==> config.mk <==
export PLATFORM = sky130hd
export DESIGN_NAME = display_hdmi_rgb_timing_gen
export DESIGN_NICKNAME = d
export VERILOG_FILES = /design/src/rtl/display_hdmi_rgb_timing_gen.sv
export SDC_FILE = /design/constraint.sdc
export NUM_CORES = 1
export LEC_CHECK = 0
export CAP_MARGIN = 20
export CORE_ASPECT_RATIO = 1.2
export CORE_MARGIN = 5
export CORE_UTILIZATION = 59
export DETAILED_ROUTE_END_ITERATION = 10
export PLACE_DENSITY = 0.91
export SYNTH_ARGS = -nofsm -noshare
export SYNTH_HDL_FRONTEND = slang
export SYNTH_SLANG_ARGS = --single-unit
==> constraint.sdc <==
create_clock -name iHdmiClk -period 4 [get_ports iHdmiClk]
set_clock_uncertainty 0.15 [all_clocks]
set_input_delay 0.8 -clock iHdmiClk [delete_from_list [all_inputs] [get_ports iHdmiClk]]
set_output_delay 0.8 -clock iHdmiClk [all_outputs]
set_load 0.05 [all_outputs]
==> src/rtl/display_hdmi_rgb_timing_gen.sv <==
// HDMI video timing generator and test-pattern source: registered RGB, data-valid, HS/VS.
// Optional `DISPLAY_HDMI_TPG_MOTION_EN scrolls ramp/checker one pixel per frame.
module display_hdmi_rgb_timing_gen #(
  parameter int H_ACTIVE = 1920,
  parameter int H_FP     = 88,
  parameter int H_SYNC   = 44,
  parameter int H_BP     = 148,
  parameter int V_ACTIVE = 1080,
  parameter int V_FP     = 4,
  parameter int V_SYNC   = 5,
  parameter int V_BP     = 36,
  parameter int HS_POL   = 1,
  parameter int VS_POL   = 1
) (
  input  logic        iHdmiClk,
  input  logic        iRst_n,
  input  logic        iEnable,
  input  logic [1:0]  iv2PatternSel,
  input  logic [23:0] iv24SolidRgb,
  output logic [7:0]  ov8Red,
  output logic [7:0]  ov8Green,
  output logic [7:0]  ov8Blue,
  output logic        oRgbVd,
  output logic        oRgbHs,
  output logic        oRgbVs,
  output logic        oFrameStart,
  output logic [15:0] ov16FrameCnt,
  output logic        oBusy
);
  localparam int H_TOTAL = H_ACTIVE + H_FP + H_SYNC + H_BP;
  localparam int V_TOTAL = V_ACTIVE + V_FP + V_SYNC + V_BP;
  // Counters are at least 8/6 bits wide so the ramp and checker bit-selects always exist.
  localparam int HW_RAW  = $clog2(H_TOTAL + 1);
  localparam int VW_RAW  = $clog2(V_TOTAL + 1);
  localparam int HW      = (HW_RAW > 8) ? HW_RAW : 8;
  localparam int VW      = (VW_RAW > 6) ? VW_RAW : 6;
  localparam int BW      = (H_ACTIVE / 8 > 0) ? H_ACTIVE / 8 : 1;

  localparam logic [HW-1:0] H_ONE    = HW'(1);
  localparam logic [HW-1:0] H_LAST   = HW'(H_TOTAL - 1);
  localparam logic [HW-1:0] H_ACT    = HW'(H_ACTIVE);
  localparam logic [HW-1:0] HS_BEG   = HW'(H_ACTIVE + H_FP);
  localparam logic [HW-1:0] HS_END   = HW'(H_ACTIVE + H_FP + H_SYNC);
  localparam logic [HW-1:0] BAR_LAST = HW'(BW - 1);
  localparam logic [VW-1:0] V_ONE    = VW'(1);
  localparam logic [VW-1:0] V_LAST   = VW'(V_TOTAL - 1);
  localparam logic [VW-1:0] V_ACT    = VW'(V_ACTIVE);
  localparam logic [VW-1:0] VS_BEG   = VW'(V_ACTIVE + V_FP);
  localparam logic [VW-1:0] VS_END   = VW'(V_ACTIVE + V_FP + V_SYNC);
  localparam logic          HS_ON    = 1'(HS_POL != 0);
  localparam logic          VS_ON    = 1'(VS_POL != 0);

  typedef enum logic {ST_IDLE, ST_RUN} state_t;

  state_t        r_state;
  logic [HW-1:0] r_hcnt;
  logic [VW-1:0] r_vcnt;
  logic [HW-1:0] r_bar_cnt;
  logic [2:0]    r_bar_idx;
  logic [1:0]    r_pat_sel;
  logic [23:0]   r_solid;
  logic [23:0]   r_rgb;
  logic          r_vd, r_hs, r_vs, r_fs;
  logic [15:0]   r_frame_cnt;

  logic          w_run, w_origin, w_h_last, w_v_last, w_active, w_hs_on, w_vs_on;
  logic [1:0]    w_pat_sel;
  logic [23:0]   w_solid;
  logic [7:0]    w_h_pat;
  logic [23:0]   w_pixel;

  assign w_run     = (r_state == ST_RUN);
  assign w_origin  = w_run && (r_hcnt == '0) && (r_vcnt == '0);
  assign w_h_last  = (r_hcnt == H_LAST);
  assign w_v_last  = (r_vcnt == V_LAST);
  assign w_active  = w_run && (r_hcnt < H_ACT) && (r_vcnt < V_ACT);
  assign w_hs_on   = w_run && (r_hcnt >= HS_BEG) && (r_hcnt < HS_END);
  assign w_vs_on   = w_run && (r_vcnt >= VS_BEG) && (r_vcnt < VS_END);
  // Pixel (0,0) already uses the freshly sampled selection, not the previous frame's.
  assign w_pat_sel = w_origin ? iv2PatternSel : r_pat_sel;
  assign w_solid   = w_origin ? iv24SolidRgb  : r_solid;

`ifdef DISPLAY_HDMI_TPG_MOTION_EN
  logic [7:0] w_frame_off;
  // Offset equals the frame count presented alongside this frame's pixels.
  assign w_frame_off = w_origin ? r_frame_cnt[7:0] + 8'd1 : r_frame_cnt[7:0];
  assign w_h_pat     = r_hcnt[7:0] + w_frame_off;
`else
  assign w_h_pat     = r_hcnt[7:0];
`endif

  function automatic logic [23:0] bar_rgb(input logic [2:0] idx);
    case (idx)
      3'd0:    return 24'hFFFFFF;
      3'd1:    return 24'hFFFF00;
      3'd2:    return 24'h00FFFF;
      3'd3:    return 24'h00FF00;
      3'd4:    return 24'hFF00FF;
      3'd5:    return 24'hFF0000;
      3'd6:    return 24'h0000FF;
      default: return 24'h000000;
    endcase
  endfunction

  always_comb begin
    // NOTE: default assignment first so every path drives w_pixel and no latch is inferred.
    w_pixel = 24'h000000;
    case (w_pat_sel)
      2'd0: w_pixel = bar_rgb(r_bar_idx);
      2'd1: w_pixel = {3{w_h_pat}};
      2'd2: w_pixel = w_solid;
      2'd3: w_pixel = (w_h_pat[5] ^ r_vcnt[5]) ? 24'h000000 : 24'hFFFFFF;
    endcase
  end

  // NOTE: sequential state uses non-blocking assignments so all registers update together.
  always_ff @(posedge iHdmiClk) begin
    if (!iRst_n) begin
      r_state   <= ST_IDLE;
      r_hcnt    <= '0;
      r_vcnt    <= '0;
      r_bar_cnt <= '0;
      r_bar_idx <= '0;
      r_pat_sel <= '0;
      r_solid   <= '0;
    end else begin
      case (r_state)
        ST_IDLE: begin
          r_hcnt    <= '0;
          r_vcnt    <= '0;
          r_bar_cnt <= '0;
          r_bar_idx <= '0;
          if (iEnable) r_state <= ST_RUN;
        end
        ST_RUN: begin
          if (w_origin) begin
            r_pat_sel <= iv2PatternSel;
            r_solid   <= iv24SolidRgb;
          end
          if (w_h_last) begin
            r_hcnt    <= '0;
            r_bar_cnt <= '0;
            r_bar_idx <= '0;
            if (w_v_last) begin
              r_vcnt <= '0;
              if (!iEnable) r_state <= ST_IDLE;
            end else begin
              r_vcnt <= r_vcnt + V_ONE;
            end
          end else begin
            r_hcnt <= r_hcnt + H_ONE;
            // Bar index steps every BW pixels and parks on bar 7, which absorbs the remainder.
            if (r_bar_idx != 3'd7) begin
              if (r_bar_cnt == BAR_LAST) begin
                r_bar_cnt <= '0;
                r_bar_idx <= r_bar_idx + 3'd1;
              end else begin
                r_bar_cnt <= r_bar_cnt + H_ONE;
              end
            end
          end
        end
      endcase
    end
  end

  always_ff @(posedge iHdmiClk) begin
    if (!iRst_n) begin
      r_rgb       <= '0;
      r_vd        <= 1'b0;
      r_hs        <= ~HS_ON;
      r_vs        <= ~VS_ON;
      r_fs        <= 1'b0;
      r_frame_cnt <= '0;
    end else begin
      r_rgb <= w_active ? w_pixel : 24'h000000;
      r_vd  <= w_active;
      r_hs  <= w_hs_on ? HS_ON : ~HS_ON;
      r_vs  <= w_vs_on ? VS_ON : ~VS_ON;
      r_fs  <= w_origin;
      if (w_origin) r_frame_cnt <= r_frame_cnt + 16'd1;
    end
  end

  assign {ov8Red, ov8Green, ov8Blue} = r_rgb;
  assign oRgbVd       = r_vd;
  assign oRgbHs       = r_hs;
  assign oRgbVs       = r_vs;
  assign oFrameStart  = r_fs;
  assign ov16FrameCnt = r_frame_cnt;
  assign oBusy        = w_run;

endmodule
==> flow_summary.json, run 1 <==
{
  "crit_path_end": "r_rgb[9]",
  "totalWireLength_microns": 14300,
  "rsz0062_at_grt": "no",
  "grt_pass1_wl_microns": 23800,
  "setup_viol": 0,
  "end_kind": "flop",
  "min_path_type": "flop to flop",
  "synth_top_area_share_pct": 41.0,
  "p_comb_share_pct": 17.6,
  "worstSkewPairLatency_ns": 0.38,
  "dieArea_sq_mm": 0.0110,
  "drt_iter0_markers": 426,
  "h-tree-depth": 3,
  "whs_path_depth": 2,
  "nets": 741,
  "internal_power_mw": 1.56,
  "crit_family": "simple AND/OR/NAND/NOR gates",
  "fmax_mhz": 343,
  "critical_path.max_stage_delay_ns": 0.61,
  "hpwl_microns": 10400,
  "mostFrequentLayoutCell": "dfxtp_1",
  "grt_max_degree": 45,
  "root_buffer": "clkbuf_8",
  "pre_cts_slack_ns": 0.856,
  "tightestPinTransition_ns": 1.02,
  "yosysUniqueCellTypes": 61,
  "start_util_pct": 59.6,
  "clkPwrFrac_pct": 29.6,
  "startpoint": "r_vcnt[6]",
  "synthMuxAreaShare_pct": 0.752,
  "mostFrequentLayoutCells": "dfxtp_1 (109), nand2_1 (75), clkdlybuf4s50_1 (73)",
  "pin_count": 74,
  "synth_area_leader_cell": "dfxtp_1",
  "post-cts-setup-buffers": 0,
  "fin_crit_ns": 2.92,
  "finalWeightedCongestion": 0.942,
  "crit_fanout": 18,
  "criticalPathCategory": "flop to flop",
  "hold_viol": 0,
  "row_count": 38,
  "overflow": 0,
  "cap_violations": 0,
  "reg2reg_from": "r_vcnt[6]",
  "reg2reg_depth": 6,
  "r2r_slack_ns": 1.08,
  "yosysWarnings": 0,
  "syn_area_per_cell_sq_um": 8.27,
  "cts_hold_buf": 0,
  "portBuffers": 73,
  "period_share_pct": 72.9,
  "seq_area_frac_synth_pct": 41.0,
  "layout-drive-gt1-share_pct": 5.55,
  "dp.cells": 809,
  "cts_tree": "yes",
  "r2r_end": "r_rgb[9]",
  "worstPathRequired_ns": 4.06,
  "power_switching_mw": 0.619,
  "vdd.ir_drop.worst_mv": 0.174,
  "clk_path_buf_depth": 2,
  "power_leakage_nw": 2.10,
  "path_buf_inv": 1,
  "chipWidth_microns": 96.7,
  "drt_pass1_iterations": 5,
  "clk_pin_slew_ns": 0.10,
  "synth-xor-area-share_pct": 4.93,
  "power_density_mw_per_mm2": 347,
  "synth_fp_nets": 685,
  "outcome": "finished clean",
  "power_mw": 2.18,
  "area_growth_pct": 18.0,
  "fin_cells": 823,
  "num_vias": 5137,
  "cp.depth": 6,
  "numCtsBuffers": 9,
  "n_antenna_cell": 0,
  "worstPathArrival_ns": 2.98,
  "finalMaxSlewViolations": 0,
  "setup_ws_ns": 1.08,
  "ys_ff_latch": 109,
  "die_y_microns": 114,
  "slowest_stage": "a21boi_0",
  "fin_setup_tns_ns": 0,
  "syn_inst": 644,
  "synth_edf_count": 0,
  "yosys-top-cells-area": "dfxtp_1 (41%), nand2_1 (5.3%), nor2_1 (5.0%)",
  "async_flop_share_pct": 0,
  "viasPerCell": 6.24,
  "grt.total_usage_pct": 25.9,
  "grt_pass1_vias": 4918,
  "pwr-share-seq_pct": 52.8,
  "swShare_pct": 28.4,
  "synth_fa_ha_area_share_pct": 2.82,
  "synth_ff_type": "dfxtp_1",
  "relSlewSlack_pct": 31.4,
  "wl_per_cell_microns": 17.3,
  "drc": 0,
  "cts.sinks": 109,
  "synth_top_family_by_area": "simple AND/OR/NAND/NOR gates",
  "synth-compound-area-share_pct": 19.0,
  "synth_area_sq_mm": 0.00533,
  "ant_nets": 0,
  "synth_simple_gate_area_share_pct": 27.2,
  "post_cts_resized": 0,
  "worstPathCellList": "nor4_2, and4_1, nand2_1, buf_4, a21boi_0, a221oi_1",
  "crit_path_start_kind": "flop",
  "grt_antenna_before_repair": 0,
  "fp.coreArea_sq_mm": 0.00894
}
## state kept, by name, summed over array words and instances, names as in the netlist, 2 cells and up
| register | count |
|---|---|
| r_vcnt | 11 |
| r_rgb | 24 |
| r_solid | 24 |
| ov16FrameCnt | 16 |
| r_hcnt | 12 |
| r_bar_idx | 3 |
| r_pat_sel | 2 |
| r_bar_cnt | 12 |
## final cells by class
cell class                      count  area (sq um)
Timing Repair Buffer               81           791
Fill cell                         725          2650
Clock buffer                       12           145
Multi-Input combinational cell    481          2920
Sequential cell                   109          2180
Clock inverter                      2          35.0
Inverter                           18          67.6
Tap cell                          120           150
## worst min-delay path by stage
stage	from	to	slack, ns
after global placement	r_solid[12]	r_solid[12]	0.29
after global routing	r_solid[16]	r_solid[16]	0.33
after CTS	r_solid[16]	r_solid[16]	0.31
after floorplan	r_solid[21]	r_solid[21]	0.28
final	r_solid[18]	r_solid[18]	0.31
after detailed placement	r_solid[16]	r_solid[16]	0.29
## kinds of logic (layout without fill, tap and decap cells)
logic type / count (synthesis) / in the layout
AND/OR/NAND/NOR: 278 / 278
XOR/XNOR: 30 / 30
AO/OA/AOI/OAI: 157 / 157
multiplexers: 4 / 4
adder cells (fa/ha/maj): 12 / 12
buffers and inverters: 54 / 113
flip-flops: 109 / 109
## layer usage
metal / routed length (microns) / vias to the layer above / GRT usage, %
li1: - / 2428 / -
met1: 5490 / 2413 / 30.1
met2: 7380 / 253 / 47.0
met3: 908 / 43 / 3.66
met4: 497 / 0 / 12.2
met5: 0 / - / 0
## stage by stage
step	cell area [sq um]	util, %	hold WS [ns]
after floorplan	5330	-	0.281
after global placement	6110	68.3	0.288
after detailed placement	6110	68.3	0.294
after CTS	6290	70.4	0.308
after global routing	6290	70.4	0.328
final	6290	70.4	0.307
## power by group through the flow
| stage | Sequential [mW] | Combinational (mW) | Clock, mW |
|---|---|---|---|
| after floorplan | 1.25 | 0.167 | 0 |
| after global placement | 1.17 | 0.368 | 0 |
| after detailed placement | 1.18 | 0.379 | 0 |
| after CTS | 1.15 | 0.381 | 0.655 |
| after global routing | 1.16 | 0.411 | 0.698 |
| final | 1.15 | 0.384 | 0.646 |
## tightest hold or removal path, stage by stage (launching register included)
cell     delay (ns)
dfxtp_1        0.32
nand2_1        0.05
a21oi_1        0.05
## cells in the mapped netlist (3+ instances only)
cell       count
a2111oi_0      4
a211oi_1       4
a21boi_0       3
a21oi_1       53
a221oi_1       4
a31oi_1       18
and4_1         6
buf_2          6
clkbuf_1      25
dfxtp_1      109
ha_1          12
inv_1         17
mux2i_1        4
nand2_1       75
nand3_1       27
nand4_1       15
nor2_1        71
nor2b_1        4
nor3_1         8
nor3b_1        3
nor4_1         9
o211ai_1      10
o21ai_0       26
o21bai_1      15
o31ai_1        7
or2_2          3
or3_1         27
or4_1          9
xnor2_1       21
xor2_1         9
No activity file was read; power rests on OpenSTA's default activity.
==> run 2: changes to the inputs <==
CORE_UTILIZATION = 55   (was 59)
PLACE_DENSITY = 0.86   (was 0.91)
clock period = 3 ns   (was 4 ns; I/O delays follow)
==> run 2 against run 1 <==
- fmax increased by 6.7%
- critical path type unchanged
- via count decreased by 0.55%
- power increased by 54%
- cell count increased by 2.8%
- combinational power increased by 39%
- worst hold slack about the same
- first-iteration DRC count decreased by 23%
==> flow_summary.json, run 2 (same netlist as run 1, synthesis figures left out) <==
{
  "cts_hold_buf": 0,
  "grt_pass1_vias": 4937,
  "finalMaxSlewViolations": 0,
  "crit_fanout": 11,
  "dp.cells": 830,
  "ant_nets": 0,
  "relSlewSlack_pct": 52.5,
  "mostFrequentLayoutCells": "dfxtp_1 (109), nand2_1 (75), clkdlybuf4s50_1 (73)",
  "num_vias": 5109,
  "cts_tree": "yes",
  "h-tree-depth": 3,
  "crit_path_start_kind": "flop",
  "drt_iter0_markers": 328,
  "fin_crit_ns": 2.74,
  "outcome": "finished clean",
  "fp.coreArea_sq_mm": 0.00952,
  "grt_pass1_wl_microns": 23700,
  "post-cts-setup-buffers": 0,
  "cts.sinks": 109,
  "pin_count": 74,
  "rsz0062_at_grt": "no",
  "n_antenna_cell": 0,
  "power_leakage_nw": 2.25,
  "worstPathRequired_ns": 3.13,
  "finalWeightedCongestion": 0.935,
  "criticalPathCategory": "flop to flop",
  "grt.total_usage_pct": 24.5,
  "fmax_mhz": 366,
  "post_cts_resized": 0,
  "wl_per_cell_microns": 17.0,
  "totalWireLength_microns": 14400,
  "row_count": 39,
  "setup_viol": 0,
  "fin_setup_tns_ns": 0,
  "clk_path_buf_depth": 2,
  "tightestPinTransition_ns": 0.694,
  "die_y_microns": 118,
  "worstSkewPairLatency_ns": 0.35,
  "portBuffers": 73,
  "numCtsBuffers": 9,
  "hold_viol": 0,
  "whs_path_depth": 2,
  "vdd.ir_drop.worst_mv": 0.277,
  "worstPathArrival_ns": 2.87,
  "period_share_pct": 91.2,
  "cap_violations": 0,
  "start_util_pct": 56.0,
  "overflow": 0,
  "clk_pin_slew_ns": 0.07,
  "area_growth_pct": 23.4,
  "layout-drive-gt1-share_pct": 8.30,
  "nets": 759,
  "viasPerCell": 6.04,
  "power_density_mw_per_mm2": 511,
  "chipWidth_microns": 99.8,
  "root_buffer": "clkbuf_16",
  "grt_max_degree": 45,
  "dieArea_sq_mm": 0.0118,
  "end_kind": "flop",
  "min_path_type": "flop to flop",
  "reg2reg_depth": 5,
  "fin_cells": 846,
  "drc": 0,
  "hpwl_microns": 10500,
  "drt_pass1_iterations": 5,
  "mostFrequentLayoutCell": "dfxtp_1",
  "grt_antenna_before_repair": 0
}
[run 2: cell count changes in the layout (fill, tap and decap cells not counted)]
cell,previous run,this run
clkbuf_8,10,1
clkinv_4,0,1
buf_4,8,26
clkbuf_1,2,1
clkinvlp_4,0,2
bufinv_16,1,2
clkinv_2,1,0
clkbuf_16,0,9
[run 2: where the power goes]
group          switching [mW]  internal [mW]
Combinational           0.336          0.199
Sequential             0.0322           1.50
Clock                   0.534          0.756
[run 2: routing by layer]
| metal | up-vias | GRT usage (%) | share of wire [%] | wire [microns] |
|---|---|---|---|---|
| met3 | 49 | 3.14 | 5.3 | 765 |
| met4 | 0 | 12.8 | 4.2 | 602 |
| li1 | 2474 | - | - | - |
| met1 | 2385 | 28.8 | 40 | 5770 |
| met5 | - | 0 | 0 | 0 |
| met2 | 201 | 42.7 | 50 | 7250 |
[run 2: cell type report]
type                    instances  area [sq um]
fillers                       766          2940
clock inverters                 5          83.8
multi-input cells             481          2920
inverters                      18          67.6
well taps                     123           154
repair buffers                 99           926
clock buffers                  11           243
flip-flops and latches        109          2180
[run 2: path summary, 6_finish.rpt]
check	slack, ns	startpoint	endpoint
setup / recovery	0.26	r_vcnt[6]	ov16FrameCnt[12]
hold / removal	0.31	r_solid[4]	r_solid[4]
setup reg to reg	0.26	r_vcnt[6]	ov16FrameCnt[12]
hold reg to reg	0.31	r_solid[4]	r_solid[4]
[run 2: through the flow]
step | utilization [%] | instance area, sq um | hold slack [ns] | worst slack, ns | power [mW]
floorplan | - | 5330 | 0.281 | 0.398 | 1.89
global placement | 65.7 | 6250 | 0.287 | 0.354 | 2.08
detailed placement | 65.7 | 6250 | 0.295 | 0.309 | 2.09
CTS | 69.1 | 6570 | 0.306 | 0.282 | 3.37
global route | 69.1 | 6570 | 0.320 | 0.0780 | 3.47
finish | 69.1 | 6570 | 0.307 | 0.264 | 3.36
[run 2: critical path: stages (launching register included)]
cell and delay [ns]:
dfxtp_1 0.38, nor4_2 0.57, nand3_2 0.19, or4_1 0.69
or4_1 0.55, a21oi_1 0.14
